### src/rtl/acc_drain_int5_if.sv
// acc_drain_int5_if: capture request, MAC clear and lane-stream handshake between the MAC row,
// the drain block and the activation buffer.
interface acc_drain_int5_if #(
  parameter int NUM_LANES   = 8,
  parameter int ACC_WIDTH   = 18,
  parameter int DATA_WIDTH  = 5,
  parameter int SHIFT_WIDTH = 5
);
  localparam int IW = NUM_LANES > 1 ? $clog2(NUM_LANES) : 1;
  logic                           start;
  logic [NUM_LANES*ACC_WIDTH-1:0] acc_in;
  logic [SHIFT_WIDTH-1:0]         shift;
  logic                           relu_en;
  logic                           mac_clear;
  logic                           busy;
  logic                           out_valid;
  logic                           out_ready;
  logic [DATA_WIDTH-1:0]          out_data;
  logic [IW-1:0]                  out_idx;
  logic                           out_last;
  logic                           done;
  modport master (
    output start, acc_in, shift, relu_en, out_ready,
    input  mac_clear, busy, out_valid, out_data, out_idx, out_last, done
  );
  modport slave (
    input  start, acc_in, shift, relu_en, out_ready,
    output mac_clear, busy, out_valid, out_data, out_idx, out_last, done
  );
endinterface

### src/rtl/acc_drain_int5.sv
// acc_drain_int5: snapshots a row of MAC accumulators, requantizes each lane to a signed
// activation (rounding shift, optional ReLU, saturation) and streams lanes out one per handshake.
module acc_drain_int5 #(
  parameter int NUM_LANES   = 8,
  parameter int ACC_WIDTH   = 18,
  parameter int DATA_WIDTH  = 5,
  parameter int SHIFT_WIDTH = 5
) (
  input logic             clk,
  input logic             reset,
  acc_drain_int5_if.slave bus
);
  localparam int IW = NUM_LANES > 1 ? $clog2(NUM_LANES) : 1;
  typedef logic signed [ACC_WIDTH:0] wide_t;
  typedef enum logic {IDLE, DRAIN} state_e;
  localparam logic [SHIFT_WIDTH-1:0] S_MAX = SHIFT_WIDTH'(ACC_WIDTH - 1);
  localparam wide_t D_MAX = wide_t'((1 << (DATA_WIDTH - 1)) - 1);
  localparam wide_t D_MIN = wide_t'(-(1 << (DATA_WIDTH - 1)));
  localparam logic [IW-1:0] LAST = IW'(NUM_LANES - 1);

  // One extra bit of headroom so the rounding add cannot overflow.
  function automatic logic [DATA_WIDTH-1:0] requant(
    input logic [ACC_WIDTH-1:0]   a,
    input logic [SHIFT_WIDTH-1:0] sh,
    input logic                   relu
  );
    logic [SHIFT_WIDTH-1:0] s;
    wide_t r;
    s = sh > S_MAX ? S_MAX : sh;
    r = wide_t'($signed(a)) + (s == '0 ? wide_t'(0) : wide_t'(1) << (s - SHIFT_WIDTH'(1)));
    r = r >>> s;
    r = relu && r[ACC_WIDTH] ? wide_t'(0) : r;
    return r > D_MAX ? D_MAX[DATA_WIDTH-1:0] : r < D_MIN ? D_MIN[DATA_WIDTH-1:0] : r[DATA_WIDTH-1:0];
  endfunction

  state_e                         state_q;
  logic [IW-1:0]                  idx_q, nxt_idx;
  logic [NUM_LANES*ACC_WIDTH-1:0] acc_q;
  logic [SHIFT_WIDTH-1:0]         shift_q, sel_shift;
  logic                           relu_q, sel_relu;
  logic                           accept, hs;
  logic                           mac_clear_q, busy_q, valid_q, last_q, done_q;
  logic [ACC_WIDTH-1:0]           sel_acc;
  logic [DATA_WIDTH-1:0]          data_q, req;

  // A single requantizer serves lane 0 at capture and lane k+1 on each handshake.
  always_comb begin
    accept    = state_q == IDLE && bus.start;
    hs        = valid_q && bus.out_ready;
    nxt_idx   = idx_q + IW'(1);
    sel_acc   = accept ? bus.acc_in[ACC_WIDTH-1:0] : acc_q[nxt_idx*ACC_WIDTH +: ACC_WIDTH];
    sel_shift = accept ? bus.shift : shift_q;
    sel_relu  = accept ? bus.relu_en : relu_q;
    req       = requant(sel_acc, sel_shift, sel_relu);
  end

  always_ff @(posedge clk) begin
    if (accept) begin
      acc_q   <= bus.acc_in;
      shift_q <= bus.shift;
      relu_q  <= bus.relu_en;
    end
  end

  always_ff @(posedge clk or negedge reset) begin
    if (!reset) begin
      state_q     <= IDLE;
      idx_q       <= '0;
      mac_clear_q <= 1'b0;
      busy_q      <= 1'b0;
      valid_q     <= 1'b0;
      data_q      <= '0;
      last_q      <= 1'b0;
      done_q      <= 1'b0;
    end else begin
      mac_clear_q <= accept;
      done_q      <= hs && idx_q == LAST;
      if (accept) begin
        state_q <= DRAIN;
        busy_q  <= 1'b1;
        valid_q <= 1'b1;
        idx_q   <= '0;
        data_q  <= req;
        last_q  <= LAST == '0;
      end else if (hs) begin
        state_q <= idx_q == LAST ? IDLE : DRAIN;
        busy_q  <= idx_q != LAST;
        valid_q <= idx_q != LAST;
        idx_q   <= idx_q == LAST ? '0 : nxt_idx;
        data_q  <= req;
        last_q  <= idx_q != LAST && nxt_idx == LAST;
      end
    end
  end

  assign bus.mac_clear = mac_clear_q;
  assign bus.busy      = busy_q;
  assign bus.out_valid = valid_q;
  assign bus.out_data  = data_q;
  assign bus.out_idx   = idx_q;
  assign bus.out_last  = last_q;
  assign bus.done      = done_q;
endmodule

### src/flat_wrapper.sv
// flat-port wrapper written by rule: the top's interface ports become plain ports
module acc_drain_int5_flat 
#(
  parameter int NUM_LANES   = 8,
  parameter int ACC_WIDTH   = 18,
  parameter int DATA_WIDTH  = 5,
  parameter int SHIFT_WIDTH = 5
)
  (clk, reset, bus_start, bus_acc_in, bus_shift, bus_relu_en, bus_out_ready, bus_mac_clear, bus_busy, bus_out_valid, bus_out_data, bus_out_idx, bus_out_last, bus_done);
  acc_drain_int5_if #(.NUM_LANES(NUM_LANES), .ACC_WIDTH(ACC_WIDTH), .DATA_WIDTH(DATA_WIDTH), .SHIFT_WIDTH(SHIFT_WIDTH)) bus_i ();
  input logic clk;
  input logic reset;
  input wire logic [$bits(bus_i.start)-1:0] bus_start;
  input wire logic [$bits(bus_i.acc_in)-1:0] bus_acc_in;
  input wire logic [$bits(bus_i.shift)-1:0] bus_shift;
  input wire logic [$bits(bus_i.relu_en)-1:0] bus_relu_en;
  input wire logic [$bits(bus_i.out_ready)-1:0] bus_out_ready;
  output wire logic [$bits(bus_i.mac_clear)-1:0] bus_mac_clear;
  output wire logic [$bits(bus_i.busy)-1:0] bus_busy;
  output wire logic [$bits(bus_i.out_valid)-1:0] bus_out_valid;
  output wire logic [$bits(bus_i.out_data)-1:0] bus_out_data;
  output wire logic [$bits(bus_i.out_idx)-1:0] bus_out_idx;
  output wire logic [$bits(bus_i.out_last)-1:0] bus_out_last;
  output wire logic [$bits(bus_i.done)-1:0] bus_done;
  assign bus_i.start = bus_start;
  assign bus_i.acc_in = bus_acc_in;
  assign bus_i.shift = bus_shift;
  assign bus_i.relu_en = bus_relu_en;
  assign bus_i.out_ready = bus_out_ready;
  assign bus_mac_clear = bus_i.mac_clear;
  assign bus_busy = bus_i.busy;
  assign bus_out_valid = bus_i.out_valid;
  assign bus_out_data = bus_i.out_data;
  assign bus_out_idx = bus_i.out_idx;
  assign bus_out_last = bus_i.out_last;
  assign bus_done = bus_i.done;
  acc_drain_int5 #(.NUM_LANES(NUM_LANES), .ACC_WIDTH(ACC_WIDTH), .DATA_WIDTH(DATA_WIDTH), .SHIFT_WIDTH(SHIFT_WIDTH)) u_core (.clk(clk), .reset(reset), .bus(bus_i));
endmodule
### config.mk
export PLATFORM = sky130hd
export DESIGN_NAME = acc_drain_int5_flat
export DESIGN_NICKNAME = d
export VERILOG_FILES = /design/src/rtl/acc_drain_int5_if.sv /design/src/rtl/acc_drain_int5.sv /design/src/flat_wrapper.sv
export SDC_FILE = /design/constraint.sdc
export NUM_CORES = 1
export LEC_CHECK = 0
export CAP_MARGIN = 20
export CORE_ASPECT_RATIO = 1.4
export CORE_MARGIN = 5
export CORE_UTILIZATION = 27
export DETAILED_ROUTE_END_ITERATION = 7
export PLACE_DENSITY_LB_ADDON = 0.25
export REMOVE_ABC_BUFFERS = 1
export SYNTH_ARGS = -nofsm -noshare
export SYNTH_HDL_FRONTEND = slang
export SYNTH_SLANG_ARGS = --single-unit
export TNS_END_PERCENT = 50
### constraint.sdc
create_clock -name clk -period 22.9 [get_ports clk]
set_input_delay 6.87 -clock clk [delete_from_list [all_inputs] [get_ports clk]]
set_output_delay 6.87 -clock clk [all_outputs]
set_load 0.01 [all_outputs]
==> run metrics, run 1 <==
status finished, final reports clean; Overall Global Routing Usage a little over an eighth; TritonCTS clock tree done; Post-synth EDFFs between 100 and 150; Iter 0 DRT Violations ~320; crit path max fanout roughly 100; post-synthesis sequential area ratio between 50% and 60%; setup TNS 0 ns; Syn Std Cell Area around 8600 sq um; placed insts between 1,000 and 1,500; top_reg_cell synth edfxtp_1; Final GP Congestion roughly 0.9; grt total ovfl 0; Non-Filler Cell Area, Final roughly 11,000 sq um; CP peak stage delay about 0.63 ns; RSZ-0062 raised after global routing no; H-Tree Depth 4; CTS clk-pin slew, worst paths roughly 0.060 ns; post-DR vias/cell around 5; CTS-repair resized insts 0; Slew headroom 37.1%; Setup-failing EPs final 0; HPWL after DPL 18.0 mm; postcts setup bufs 0; area leader, netlist edfxtp_1; diode count 0; main combinational cell family by area after synthesis compound AO/OA/AOI/OAI gates; crit path capture type flop; pin count of the biggest net entering global routing between 100 and 150; Final Critical Period about 13 ns; highest clock rate 78.3 MHz; Comb power frac ~64%; Die H ~220 um; Final Skew ~0.013 ns; Seq pwr share between 20% and 30%; DIE AREA 35,700 sq um; Final Cycle Share between 50 and 60%; dpl cell area between 10,000 and 15,000 sq um; Die W 161 um; syn_area_per_cell approximately 13 sq um; Synth Area in Simple Gates approximately a tenth; class of the most critical hold timing path flop to flop; Crit Path Class input port to flop; fraction of layout cells with a size suffix above 1 about an eighth; WP data arrival between 10 and 15 ns; Core Area between 30,000 and 40,000 sq um; synth top area cells edfxtp_1, mux4_2, dfrtp_1; final non-filler cell total 1,241; # IOs ~170; Cells after Synth 674; Worst Path Buf+Inv 3; first drt pass iteration count 5; Synth Area in XOR/XNOR less than 1%; Synth Area in Compound Gates approximately 14%; Post-synth top cells edfxtp_1, nand2_1, nor2_1; crit path launch type input port; Max clock buf depth 2; internal power ~1.0 mW; first-pass GRT wire length 37.1 mm; clk sinks about 160; PwrDens roughly 170 nW/um^2; DRC errors left 0; Detail Route Antenna Nets 0; Worst-Margin Slew just over 0.9 ns; post-synthesis sequential element count approximately 160; Yosys top cell area share between 50% and 60%; Nets roughly 1,000; via count between 6,000 and 7,000; critical path's top delay family compound AO/OA/AOI/OAI gates; number of library cell types mapped by synthesis 79; share of synthesized registers carrying an async set or reset 7.41%; most common cell in the netlist edfxtp_1; Clk pwr share between 10% and 20%; mux cell area share after synthesis between 10% and 20%; num rows a little under 80; Leakage between 3 and 4 nW; IO Port Bufs around 170; Critical Path RT between 20 and 25 ns; routed len/inst ~19 um; Sw Ratio a little under half; number of global-route vias before repair between 6,000 and 7,000; Layout area overhead 31.5%; clock latency on the worst-skew pair approximately 0.44 ns; Psw between 0.8 and 0.9 mW; final wirelength roughly 24 mm; Slowest cell on crit path inv_8; Clock Tree Root clkbuf_16; initial antenna violation count 0; CP cell instances clkdlybuf4s50_1 -> nand2b_1 -> inv_8 -> nor2_4 -> a21oi_4 -> nand2_1 -> or3_1 -> nor2_1 -> ha_1 -> inv_1 -> fa_1 -> nand2b_1 -> a21oi_1 -> o21a_1 -> o211ai_1 -> o2bb2ai_1 -> a211oi_1 -> a31oi_1 -> o31ai_1 -> a31o_1 -> a41oi_2 -> o22ai_1; total CTS buffers 17; # hold bufs at CTS 0; Initial Utilization between 20% and 30%; CP dominant cell by count nand2b_1; Peak VDD IR between 80 and 90 uV; final-report hold violation count 0; Post-Synth Adder-Cell Area about 3.3%; Syn. warnings 0; Slew Limit Fails 0; max-cap violation count 0
==> path summary, 6_finish.rpt <==
path	depth (start not counted)	start	slack, ns	endpoint
setup / recovery	22	bus_start	10.14	u_core.bus.out_data[1]
hold / removal	1	u_core.bus.out_last	0.52	u_core.bus.out_last
max in group asynchronous	1	reset	15.66	u_core.bus.out_idx[0]
hold reg to reg	1	u_core.bus.out_last	0.52	u_core.bus.out_last
min in group asynchronous	1	reset	6.80	u_core.bus.done
setup reg to reg	20	u_core.bus.out_idx[0]	16.42	u_core.bus.out_data[1]
==> per-stage QoR <==
stage | worst slack [ns] | hold WS (ns) | power [mW] | util [%]
after floorplan | 10.06 | 0.434 | 1.25 | -
after global placement | 9.73 | 0.484 | 1.61 | 33.9
after detailed placement | 9.65 | 0.504 | 1.61 | 33.9
after CTS | 10.10 | 0.520 | 1.92 | 35.9
after global routing | 9.69 | 0.558 | 2.04 | 35.9
final | 10.14 | 0.522 | 1.90 | 35.9
==> cells in the final DEF (no fill, tap or decap), types with 4 or more instances in the layout <==
cell type        instances
nor2_1                  47
a31oi_1                  7
nor3_1                   9
buf_4                    8
mux2_2                   4
inv_1                   10
ha_1                    19
and2_1                   4
a22o_1                   5
o31ai_1                  5
nor4_1                   5
nand3_1                 18
o211a_1                  5
a211oi_1                11
mux2i_1                 25
a21oi_1                 33
o22ai_1                  6
nand2_1                 63
clkbuf_16               17
clkinvlp_4               4
a211o_1                  4
o21ai_1                  6
or3_1                    6
o21ai_0                 37
dfxtp_1                  6
clkdlybuf4s50_1        166
nand2b_1                 8
edfxtp_1               144
and3_1                   9
dfrtp_1                 11
o21a_1                   6
mux4_2                  37
xnor2_1                  7
bufinv_16                4
o211ai_1                14
==> power groups by stage <==
stage / clock (mW) / sequential (mW) / combinational [mW]
after global routing: 0.316 / 0.386 / 1.34
after floorplan: 0 / 0.401 / 0.854
after global placement: 0 / 0.388 / 1.23
after CTS: 0.307 / 0.383 / 1.23
after detailed placement: 0 / 0.389 / 1.22
final: 0.298 / 0.381 / 1.22
==> routing by layer <==
metal	routed length, um	vias to the layer above	global-route usage (%)
met5	0	-	0
met4	640	0	5.45
met3	731	32	2.85
met2	13400	144	25.7
met1	9110	3028	14.4
li1	-	2991	-
==> registers in the layout, summed over array words and instances, names as in the netlist <==
register,flops
u_core.bus.busy,1
u_core.bus.mac_clear,1
u_core.bus.out_idx,3
u_core.bus.done,1
u_core.relu_q,1
u_core.shift_q,5
u_core.acc_q,144
u_core.bus.out_last,1
u_core.bus.out_data,5
==> worst register-to-register path, delay by kind of cell (launching register included) <==
kind / cells / cell delay, ns
compound gates: 8 / 1.68
simple gates: 4 / 1.13
flops: 1 / 0.45
fa+ha+maj: 2 / 1.23
mux: 2 / 0.57
buf+inv: 4 / 1.30
==> logic make-up after synthesis <==
logic type / count (synthesis)
AOI/OAI and AO/OA: 178
other: 1
adders and majority gates: 22
DFF: 162
xor gates and xnor gates: 9
and+or+nand+nor: 185
buffers and inverters: 48
muxes: 69
==> area by class of cell <==
type                            instances  area (sq um)
Multi-Input combinational cell        464          3690
Timing Repair Buffer                  175          1750
Clock buffer                           18           429
Inverter                               14          65.1
Clock inverter                         13           185
Fill cell                            3114         20200
Sequential cell                       162          4750
Tap cell                              395           494
No activity file was read; power rests on OpenSTA's default activity.
==> run 2, diff against run 1 <==
- clock period: 22.9 -> 12 ns (I/O delays scaled with it)
==> run 2 against run 1 <==
  * Die area unchanged
  * Non-clock buffer count unchanged
  * Sequential power increased by 100%
  * Critical endpoint is now u_core.bus.out_data[4]
  * Largest cell class unchanged
  * Highest routed layer unchanged
==> run metrics, run 2 (synthesis gave the netlist of run 1 again) <==
RR Startpoint u_core.bus.busy; total CTS buffers 17 (unchanged); WP data arrival 9.91 ns (-3.22 ns); Final GP Congestion 0.904 (+0.50%); Hold Path Sink u_core.bus.out_last; Clock Tree Root clkbuf_16; DIE AREA 35,700 sq um (unchanged); WL met1 9.08 mm (-0.34%); Layout area overhead 30.4%; Final Skew 0.00761 ns (-0.00524 ns); max-cap violation count 0 (unchanged); DRC errors left 0 (unchanged); postcts setup bufs 0 (unchanged); metal3 WL 761 um (+4.1%); Most flops, register u_core.acc_q; Peak VDD IR 164 uV (+94%); crit path capture type flop; most common cell after layout, fill and taps aside clkdlybuf4s50_1; fraction of layout cells with a size suffix above 1 13.2% (+0.10 points); Detail Route Antenna Nets 0 (unchanged); HPWL after DPL 17.6 mm (-2.1%); Core Area 31,600 sq um (unchanged); CP peak stage delay 0.65 ns (+0.02 ns); IO Port Bufs 166 (unchanged); Initial Utilization 27.3% (unchanged); final setup margin 2.42 ns (-7.71 ns); Reg-to-Reg End u_core.bus.out_data[4]; Die H 222 um (unchanged); pin count of the biggest net entering global routing 103 (+0.98%); DR top layer met4; Iter 0 DRT Violations 317 (-0.63%); CTS-repair resized insts 0 (unchanged); H-Tree Depth 4 (unchanged); max FFs per register 144 (unchanged); TritonCTS clock tree done; grt total ovfl 0 (unchanged); final wirelength 23.5 mm (-1.3%); commonest cells after routing, fill and taps aside clkdlybuf4s50_1, edfxtp_1, nand2_1; Crit Path Class input port to flop; initial antenna violation count 0 (unchanged); met2 wire len 13.1 mm (-2.3%); final-report hold violation count 0 (unchanged); Worst-Margin Slew 1.05 ns (+0.122 ns); Slew Limit Fails 0 (unchanged); # IOs 167 (unchanged); clk sinks 162 (unchanged); Final Cycle Share 79.8%; via count 6,160 (-0.56%); Overall Global Routing Usage 13.1% (-0.40 points); hold path cells 1 (unchanged); R2R depth 24 (+20%); number of global-route vias before repair 6,537 (-2.9%); Final Critical Period around 9.6 ns; first-pass GRT wire length 35.9 mm (-3.3%); # hold bufs at CTS 0 (unchanged); highest clock rate roughly 100 MHz; CTS clk-pin slew, worst paths 0.06 ns (about the same); reg-to-reg setup timing slack 5.51 ns (-10.91 ns); Die W 161 um (unchanged); RSZ-0062 raised after global routing no; Slew headroom 30.1% (-6.9 points); clock latency on the worst-skew pair 0.44 ns (about the same); DP Worst Slack 1.94 ns (-7.71 ns); crit path launch type input port; diode count 0 (unchanged); Setup-failing EPs final 0 (unchanged); class of the most critical hold timing path flop to flop; Hold Path Origin u_core.bus.out_last; Critical Path RT 12.33 ns (-10.93 ns); crit path max fanout 102 (+0.99%); routed len/inst 19.0 um (-1.3%); Leakage 3.92 nW (-0.81%); fillcell total 3,110 (-0.13%); Max clock buf depth 2 (unchanged); status finished, final reports clean; num rows 77 (unchanged); PwrDens 314 nW/um^2 (+88%); first drt pass iteration count 5 (unchanged); post-DR vias/cell 4.96 (-0.65%); setup TNS 0 ns (unchanged); Slowest cell on crit path inv_8; Nets 1,010 (unchanged)
-- run 2: changes by cell type in the layout (fill, tap and decap cells not counted) --
cell       before  now
inv_8           1    2
inv_6           1    5
buf_16          1    0
buf_4           8    9
o21ai_2         2    3
clkinv_2        1    2
mux2i_1        25   26
mux2i_2         2    1
clkinv_4        2    1
o21ai_1         6    5
clkbuf_1        1    2
bufinv_16       4    0
clkinv_1        1    0
-- run 2: per-layer routing --
layer	global-route usage, %	vias to the layer above
li1	-	2990
met1	14.0	2999
met2	24.6	138
met3	2.75	33
met4	5.70	0
met5	0	-
-- run 2: worst max-delay path by stage --
stage                              to  slack (ns)  startpoint
2_1_floorplan  u_core.bus.out_data[0]        2.43   bus_start
3_3_place_gp   u_core.bus.out_data[4]        2.03   bus_start
3_5_place_dp   u_core.bus.out_data[4]        1.94   bus_start
4_1_cts        u_core.bus.out_data[4]        2.39   bus_start
5_1_grt        u_core.bus.out_data[1]        2.00   bus_start
6_report       u_core.bus.out_data[4]        2.42   bus_start
-- run 2: where the power goes --
group          switching, mW  total [mW]  internal [mW]
clock network          0.233       0.501          0.268
logic                   1.32        2.27          0.946
registers             0.0693       0.765          0.696
-- run 2: layout make-up --
type	count	area, sq um	share of cell area (%)
inverter	14	65.1	0.578
multi-input combinational	464	3690	32.8
timing repair buffer	175	1730	15.4
clock buffer	19	433	3.84
tap	395	494	4.39
sequential	162	4750	42.2
clock inverter	13	104	0.922
-- run 2: worst max-delay path, delay by kind of cell --
kind | cells | cell delay, ns
buf+inv | 5 | 1.62
fa+ha+maj | 2 | 0.62
xor+xnor | 1 | 0.14
compound gates | 9 | 2.20
simple gates | 8 | 1.68
-- run 2: through the flow --
step	power (mW)	utilization, %	instances	area (sq um)	hold slack, ns
after floorplan	2.39	-	640	8480	0.434
after detailed placement	3.06	33.9	1210	10700	0.499
final	3.54	35.6	1242	11300	0.503
after global placement	3.05	33.9	1210	10700	0.476
after CTS	3.56	35.6	1242	11300	0.514
after global routing	3.81	35.6	1242	11300	0.536
